==> src/rtl/uart_rx_pkg.sv <==
// Shared definitions for the UART receive sampler: state encoding,
// default oversampling ratio, mid-bit sample offsets and the
// majority-of-three helper.
package uart_rx_pkg;

  // Sampler states (legacy 2-bit encoding)
  localparam logic [1:0] ST_IDLE      = 2'd0;
  localparam logic [1:0] ST_START_CHK = 2'd1;
  localparam logic [1:0] ST_DATA      = 2'd2;

  // OS_TICK pulses per bit period unless overridden
  localparam int OVERSAMPLE_DEFAULT = 16;

  // Samples are taken at M-SAMPLE_OFS_BEFORE, M and M+SAMPLE_OFS_AFTER,
  // where M is the bit-centre phase OVERSAMPLE/2
  localparam int SAMPLE_OFS_BEFORE = 1;
  localparam int SAMPLE_OFS_AFTER  = 1;

  // Majority of three samples
  function automatic logic maj3(input logic a, input logic b, input logic c);
    return (a & b) | (a & c) | (b & c);
  endfunction

endpackage

==> src/rtl/uart_bit_sync.sv <==
// Generic multi-flop synchroniser for an asynchronous single-bit input.
// Every stage resets to 1 (idle level of UART-style lines), so it can be
// reused for RX, CTS and similar active-low-asserted inputs.
module uart_bit_sync
  import uart_rx_pkg::*;
#(
  parameter int SYNC_STAGES = 2
) (
  input  logic CLK,
  input  logic RST,
  input  logic D,
  output logic Q
);

  logic [SYNC_STAGES-1:0] sync_q;

  // Shift the async input through the flop chain; stage 0 is the capture flop
  always_ff @(posedge CLK) begin
    if (RST) begin
      sync_q <= '1;
    end else begin
      sync_q <= {sync_q[SYNC_STAGES-2:0], D};
    end
  end

  assign Q = sync_q[SYNC_STAGES-1];

endmodule

==> src/rtl/uart_rx_sampler.sv <==
// UART receive front end: synchronises RX_IN, qualifies the start bit and
// majority-votes three mid-bit oversamples per bit.
//
// Optional build macro: UART_RX_NOISE_FLAG_EN adds the NOISE_ERR output,
// which pulses alongside a vote whose three samples disagree.
//
// Output strobe contract: BIT_TICK, START_DET, FALSE_START (and NOISE_ERR)
// are single-CLK pulses with no back-pressure; the consumer must take them
// in the cycle they are high. SAMPLED_BIT is valid in the BIT_TICK cycle
// and held until the next BIT_TICK, or forced to 1 while EN is low.
module uart_rx_sampler
  import uart_rx_pkg::*;
#(
  parameter int OVERSAMPLE  = OVERSAMPLE_DEFAULT,
  parameter int SYNC_STAGES = 2
) (
  input  logic CLK,
  input  logic RST,
  input  logic RX_IN,
  input  logic OS_TICK,
  input  logic EN,
  output logic SAMPLED_BIT,
  output logic BIT_TICK,
  output logic START_DET,
  output logic FALSE_START,
`ifdef UART_RX_NOISE_FLAG_EN
  output logic NOISE_ERR,
`endif
  output logic BUSY
);

  localparam int PW = $clog2(OVERSAMPLE);
  localparam logic [PW-1:0] PH_FIRST = PW'(OVERSAMPLE / 2 - SAMPLE_OFS_BEFORE);
  localparam logic [PW-1:0] PH_MID   = PW'(OVERSAMPLE / 2);
  localparam logic [PW-1:0] PH_LAST  = PW'(OVERSAMPLE / 2 + SAMPLE_OFS_AFTER);
  localparam logic [PW-1:0] PH_MAX   = PW'(OVERSAMPLE - 1);

  logic          rx_s;
  logic [1:0]    state;
  logic [PW-1:0] phase;
  logic [PW-1:0] phase_next;
  logic [1:0]    vote_q;       // [0] = early sample, [1] = centre sample
  logic          vote;
  logic          vote_now;
  logic          sampled_bit_q;
  logic          bit_tick_q;
  logic          start_det_q;
  logic          false_start_q;

  uart_bit_sync #(
    .SYNC_STAGES(SYNC_STAGES)
  ) u_rx_sync (
    .CLK(CLK),
    .RST(RST),
    .D  (RX_IN),
    .Q  (rx_s)
  );

  // Third sample is the live synchronised line on the final sample tick
  assign vote       = maj3(vote_q[0], vote_q[1], rx_s);
  assign vote_now   = OS_TICK && (state != ST_IDLE) && (phase == PH_LAST);
  assign phase_next = (phase == PH_MAX) ? '0 : phase + 1'b1;

  // State and phase: the detecting tick counts as phase 0, so START_CHK
  // begins at phase 1 and the bit grid stays aligned to the start edge
  always_ff @(posedge CLK) begin
    if (RST || !EN) begin
      state <= ST_IDLE;
      phase <= '0;
    end else if (OS_TICK) begin
      case (state)
        ST_IDLE: begin
          if (!rx_s) begin
            state <= ST_START_CHK;
            phase <= PW'(1);
          end
        end
        ST_START_CHK: begin
          if (vote_now && vote) begin
            state <= ST_IDLE;
            phase <= '0;
          end else begin
            phase <= phase_next;
            if (phase == PH_MAX) begin
              state <= ST_DATA;
            end
          end
        end
        ST_DATA: begin
          phase <= phase_next;
        end
        default: begin
          state <= ST_IDLE;
          phase <= '0;
        end
      endcase
    end
  end

  // Capture the early and centre samples of the current bit
  always_ff @(posedge CLK) begin
    if (RST || !EN) begin
      vote_q <= '0;
    end else if (OS_TICK && (state != ST_IDLE)) begin
      if (phase == PH_FIRST) begin
        vote_q[0] <= rx_s;
      end
      if (phase == PH_MID) begin
        vote_q[1] <= rx_s;
      end
    end
  end

  // Registered vote results: one-cycle pulses plus the held data bit
  always_ff @(posedge CLK) begin
    if (RST || !EN) begin
      sampled_bit_q <= 1'b1;
      bit_tick_q    <= 1'b0;
      start_det_q   <= 1'b0;
      false_start_q <= 1'b0;
    end else begin
      bit_tick_q    <= 1'b0;
      start_det_q   <= 1'b0;
      false_start_q <= 1'b0;
      if (vote_now) begin
        case (state)
          ST_START_CHK: begin
            if (vote) begin
              false_start_q <= 1'b1;
            end else begin
              start_det_q <= 1'b1;
            end
          end
          ST_DATA: begin
            bit_tick_q    <= 1'b1;
            sampled_bit_q <= vote;
          end
          default: begin
            bit_tick_q <= 1'b0;
          end
        endcase
      end
    end
  end

`ifdef UART_RX_NOISE_FLAG_EN
  logic noise_q;
  logic unanimous;

  assign unanimous = (vote_q[0] == vote_q[1]) && (vote_q[1] == rx_s);

  // Flag any vote whose three samples disagree, in step with its pulse
  always_ff @(posedge CLK) begin
    if (RST || !EN) begin
      noise_q <= 1'b0;
    end else begin
      noise_q <= vote_now && !unanimous;
    end
  end

  assign NOISE_ERR = noise_q;
`endif

  assign SAMPLED_BIT = sampled_bit_q;
  assign BIT_TICK    = bit_tick_q;
  assign START_DET   = start_det_q;
  assign FALSE_START = false_start_q;
  assign BUSY        = (state != ST_IDLE);

endmodule
==> config.mk <==
export PLATFORM = sky130hd
export DESIGN_NAME = uart_rx_sampler
export DESIGN_NICKNAME = d
export VERILOG_FILES = /design/src/rtl/uart_rx_pkg.sv /design/src/rtl/uart_bit_sync.sv /design/src/rtl/uart_rx_sampler.sv
export SDC_FILE = /design/constraint.sdc
export NUM_CORES = 1
export LEC_CHECK = 0
export ABC_AREA = 0
export CAP_MARGIN = 20
export CORE_MARGIN = 4
export CORE_UTILIZATION = 51
export DETAILED_ROUTE_END_ITERATION = 8
export PLACE_DENSITY = 0.75
export SETUP_SLACK_MARGIN = 0.3
export SLEW_MARGIN = 5
export SYNTH_ARGS = -nofsm -noshare
export SYNTH_HDL_FRONTEND = slang
export SYNTH_SLANG_ARGS = --single-unit
==> constraint.sdc <==
create_clock -name CLK -period 1.6 [get_ports CLK]
set_input_delay 0.48 -clock CLK [delete_from_list [all_inputs] [get_ports CLK]]
set_output_delay 0.48 -clock CLK [all_outputs]
set_load 0.03 [all_outputs]
Word-level counts from Yosys, hierarchy flattened

Cells that the tools add are included.

Bits of input ports: 5
Bits in registers: 14

Multiplexer cells: 11
Reduce and logical (&&, ||, !) cells: 14
Equality and inequality tests: 8
$add $sub $neg: 1
Bitwise operators: 8

Operator list:

| cell                  | count |
|---|---|
| $eq A4 B4 Y1 const B  | 3 |
| $mux W4               | 3 |
| $pmux W4 S3           | 1 |
| $reduce_and A2 Y1     | 4 |
| $mux W2               | 3 |
| $pmux W2 S3           | 1 |
| $add A4 B1 Y4 const B | 1 |
| $eq A4 B3 Y1 const B  | 1 |
| $reduce_and A4 Y1     | 1 |
| $and A1 B1 Y1         | 3 |
| $logic_and A1 B1 Y1   | 3 |
| $mux W1               | 3 |
| $ne A3 B3 Y1 const B  | 1 |
| $not A1 Y1            | 3 |
| $reduce_or A3 Y1      | 1 |
| $eq A2 B1 Y1 const B  | 1 |
| $eq A2 B2 Y1 const B  | 1 |
| $logic_not A2 Y1      | 1 |
| $ne A2 B2 Y1 const B  | 1 |
| $or A1 B1 Y1          | 2 |
| $reduce_bool A2 Y1    | 1 |
| $reduce_or A2 Y1      | 1 |
| $logic_not A1 Y1      | 1 |
| $logic_or A1 B1 Y1    | 1 |

Depth between registers and ports, before layout

Gate-level depths: netlist (run 1).

Word-level depth: 6
Gate-level depth with buffers: 6
Mapped depth without buffers: 6

Hierarchy

From an unflattened synthesis (run 1), not the netlist that was laid out.

Cells, all modules: 74
Area total of the unflattened synthesis: 699.4 um2

Modules (own cells, without submodules):

| module          | area an instance (um2) | cells an instance | instances |
|---|---|---|---|
| uart_rx_sampler | 646.9                  | 70                | 1 |
| uart_bit_sync   | 52.6                   | 4                 | 1 |

Worst setup path before layout (run 1)

Ideal clock, no wire load.

Path kind: register -> register
Start point: reg phase[0]
End point: reg phase[0]
Arrival time: 1267 ps
Buffers on the path: 0
Setup slack: 254 ps
Cell stages (with the launch flop): 6
Data required time: 1521 ps
Cells stage by stage: dfxtp_1 > ha_1 > and3_1 > o311ai_0 > a31oi_1 > a211oi_2

Word-level cells in the longest chain between the ends: 5

RTL lines:

| what                                                  | RTL line              | text |
|---|---|---|
| start, declared                                       | uart_rx_sampler.sv:40 | `logic [PW-1:0] phase;` |
| start signal, assigned                                | uart_rx_sampler.sv:83 | `phase <= phase_next;` |
| start signal, assigned                                | uart_rx_sampler.sv:90 | `phase <= phase_next;` |
| branches (longest 4 deep; another with $add A4 B1 Y4) | -                     |  |
| $pmux W4 S3 *                                         | uart_rx_sampler.sv:71 | `case (state)` |

Mark *: on every way between the ends.
A chain may end at the register's enable or synchronous reset.

Final worst setup path (run 1)

Start point: reg state[1]
End point: out BUSY

Word-level cells in the longest chain between the ends: 1

RTL lines:

| what                   | RTL line               | text |
|---|---|---|
| start, declared        | uart_rx_sampler.sv:39  | `logic [1:0] state;` |
| start signal, assigned | uart_rx_sampler.sv:68  | `state <= ST_IDLE;` |
| start signal, assigned | uart_rx_sampler.sv:74  | `state <= ST_START_CHK;` |
| start signal, assigned | uart_rx_sampler.sv:80  | `state <= ST_IDLE;` |
| $reduce_bool A2 Y1     | uart_rx_sampler.sv:168 | `assign BUSY = (state != ST_IDLE);` |
| end, declared          | uart_rx_sampler.sv:29  | `output logic BUSY` |

Every way passes these cells.

==> results.tsv, run 1 <==
stage	metric	value	unit
setup_path	Arr. time, crit path	960	ps
clocking	clock latency on the worst-skew pair	300	ps
drt	drt drc	0	
clocking	CTS tree	built	
synthesis	synthesized cell area	734	um2
setup_path	Reg-to-Reg End	phase[3]$_SDFFE_PP0P_	
drt	vias per cell	5.78	
final_layout	Non-Filler Instances	119	
sta	Max Fclk	695	MHz
floorplanning	initial core utilization	55.1	%
drt	final WL	2.00	mm
clocking	H-tree levels	1	
placed_design	placed cell count	104	
outcome	outcome	completed	
floorplanning	Top Ports	10	
power	VDD IR max	622	uV
sta	max-slew violation count	0	
clocking	clock transition at the registers of the reported paths	90	ps
global_route	Tot GR Track Use	20.0	%
drt	initial drt markers	22	
setup_path	worst r2r src	phase[1]$_SDFFE_PP0P_	
drt	via count	688	
synthesis	synth warn	0	
clocking	Max clock buf depth	2	
setup_path	CP Launch Type	flip-flop	
worst_hold_path	Worst Hold Class	flip-flop to flip-flop	
global_route	grt ovf	0	
placed_design	Setup WS pre-CTS	-319	ps
synthesis	Post-Syn Nets	86	
placed_design	DP HPWL	1.12	mm
sta	setup TNS	0	ps
final_layout	share of cells above drive strength 1	51.9	%
power	Internal Pwr Total	525	uW
final_layout	Final nets	113	
synthesis	Syn Area/Cell	9.42	um2
clocking	# hold bufs at CTS	0	
clocking	total clock sinks	14	
final_layout	Area Growth Syn to Fin	46.3	%
synthesis	Cells after Synth	78	
global_route	global-route wire length before repair	2.97	mm
global_route	initial antenna violation count	0	
sta	Slew @ Worst Pin	317	ps
drt	First-pass DRT Iterations	4	
synthesis	Unique masters post-synth	36	
sta	Worst Skew	12.2	ps
sta	Period Utilization, post-route	89.9	%
placed_design	Port Buf Inserts	9	
synthesis	post-synth top area share	38.2	%
floorplanning	Placeable Area	1330	um2
sta	setup ws final	161	ps
setup_path	crit path capture type	output pin	
setup_path	Crit Path Max Fanout	2	
power	Pwr Total	706	uW
power	P_leak	0.000426	uW
floorplanning	Die Width	46.0	um
sta	Fin. Hold Viols	0	
setup_path	CP Data Required Time	1120	ps
worst_hold_path	hold wc startpoint	u_rx_sync.sync_q[0]$_SDFF_PP1_	
sta	final setup violation count	0	
floorplanning	Row Count	13	
synthesis	sequential area share after synthesis	38.2	%
setup_path	R2R Setup Slk	200	ps
setup_path	CP Capture Point	BUSY	
power	Comb power frac	10.7	%
final_layout	ANT cells	0	
global_route	largest net degree at the start of global routing	9	
setup_path	Crit Path Category	flip-flop to output pin	
floorplanning	chip height	46.0	um
drt	Avg WL per Cell	16.8	um
sta	Max-Slew Margin vs Limit	78.9	%
global_route	vias in the first global route	638	
synthesis	Synth Register Bits	14	
setup_path	Worst Setup SP	state[1]$_SDFFE_PP0P_	
clocking	CTS root buf	clkbuf_4	
power	net switching power	181	uW
floorplanning	Die ar.	2110	um2
synthesis	area leader, netlist	dfxtp_1	
synthesis	Synth area leaders	dfxtp_1 38%, a31oi_4 5.8%, ha_1 5.1%, mux2i_1 4.1%, nand2_1 4.1%	
setup_path	FF-to-FF path depth	6	
power	clock network fraction of total power	39.6	%
clocking	TritonCTS Buffers	3	
job	number of max-cap violations	0	
power	switch share	25.6	%
sta	RSZ-0062 raised after global routing	yes	
power	Flop pwr share	49.8	%
power	pwr dens	657	nW/um2
final_layout	# fillers	86	
drt	antenna-violating nets left	0	
placed_design	RePlAce Congestion	0.857	
sta	fin crit period	1440	ps
==> stage by stage <==
| step | cell area [um2] | hold slack (ps) | utilization [%] |
|---|---|---|---|
| 6_report | 1070 | 423 | 80.6 |
| 5_1_grt | 1070 | 442 | 80.6 |
| 4_1_cts | 972 | 425 | 72.9 |
| 3_5_place_dp | 866 | 402 | 64.9 |
| 3_3_place_gp | 866 | 393 | 64.9 |
| 2_1_floorplan | 744 | 389 | - |
==> cells in the final DEF (no fill, tap or decap), types with 2 or more instances in the layout <==
master / instances
inv_1: 2
dfxtp_4: 4
mux2i_1: 3
ha_4: 2
nor2_1: 5
buf_4: 16
or2_2: 2
clkbuf_4: 3
buf_2: 2
nand4_1: 2
a21oi_1: 4
inv_2: 3
nand2_1: 6
a31oi_4: 2
dfxtp_1: 10
clkdlybuf4s50_1: 3
nand3_1: 2
buf_6: 2
==> sequential cells by signal (all words and copies together) (netlist names) <==
register	cells
FALSE_START	1
START_DET	1
phase	4
SAMPLED_BIT	1
state	2
u_rx_sync.sync_q	2
vote_q	2
BIT_TICK	1
==> repair_timing <==
action / in CTS / in global routing
cloned: 0 / 0
resized for setup: 36 / 18
buffers inserted: 5 / 6
pin swaps: 8 / 9
setup endpoints to repair: 17 / 14
==> metal layers <==
layer | track usage, % | up-vias | wire length (um) | share of wire [%]
met4 | 10.8 | 0 | 28 | 1.4
li1 | - | 327 | - | -
met1 | 26.5 | 328 | 885 | 44
met3 | 4.74 | 4 | 142 | 7.1
met2 | 29.4 | 29 | 946 | 47
met5 | 0 | - | 0 | 0
==> critical path, cell delays in order (launching register included) <==
cell and delay, ps:
dfxtp_4 370, nor2_4 120, inv_2 50, buf_6 130
==> final cells by class <==
type	count	area (um2)	share of cell area [%]
tap	15	18.8	1.75
multi-input combinational	55	493	45.9
timing repair buffer	25	206	19.2
clock buffer	4	36.3	3.38
sequential	14	295	27.5
inverter	6	25.0	2.33
==> cell usage after synthesis, drive strengths merged <==
| master | number |
|---|---|
| a21oi | 4 |
| or3b | 1 |
| a21o | 1 |
| and3b | 1 |
| inv | 6 |
| nand2 | 8 |
| a211oi | 1 |
| buf | 3 |
| nand4 | 2 |
| nor2b | 1 |
| nor4b | 1 |
| xnor2 | 1 |
| o211ai | 1 |
| nor4bb | 1 |
| or2 | 2 |
| o311ai | 1 |
| nand2b | 1 |
| nand4b | 1 |
| nor2 | 6 |
| and4bb | 1 |
| dfxtp | 14 |
| nand3 | 3 |
| o21a | 1 |
| nor4 | 1 |
| maj3 | 1 |
| or4 | 1 |
| a31oi | 4 |
| xor2 | 1 |
| mux2i | 3 |
| and3 | 1 |
| ha | 3 |
| o21ai | 1 |
==> power by group through the flow <==
stage               Combinational (uW)  Clock (uW)  Sequential [uW]
floorplan                         30.4           0              362
global placement                  53.3           0              365
detailed placement                53.5           0              365
CTS                               65.0         259              352
global route                      80.5         291              352
finish                            75.2         279              351
==> worst min path at each step <==
stage / end / slack, ps / cells past startpoint
4_1_cts: u_rx_sync.sync_q[1]$_SDFF_PP1_ / 430 / 1
2_1_floorplan: u_rx_sync.sync_q[1]$_SDFF_PP1_ / 390 / 1
5_1_grt: u_rx_sync.sync_q[1]$_SDFF_PP1_ / 440 / 1
3_5_place_dp: u_rx_sync.sync_q[1]$_SDFF_PP1_ / 400 / 1
3_3_place_gp: u_rx_sync.sync_q[1]$_SDFF_PP1_ / 390 / 1
6_report: u_rx_sync.sync_q[1]$_SDFF_PP1_ / 420 / 1
==> kinds of logic (layout without fill, tap and decap cells) <==
logic type,Yosys count,after routing,synth area share [%]
AND/OR/NAND/NOR,32,32,24.9
AO/OA/AOI/OAI,14,14,17.4
flip-flops,14,14,38.2
buffers and inverters,9,35,6.13
adder cells (fa/ha/maj),4,4,6.98
multiplexers,3,3,4.09
XOR/XNOR,2,2,2.39
No activity file was read; power rests on OpenSTA's default activity.
==> run 2: changes to the inputs <==
- CTS_CLUSTER_SIZE: not set -> 14
==> results of run 2 <==
The final DEF is identical to that of run 1; final timing and power are the same.
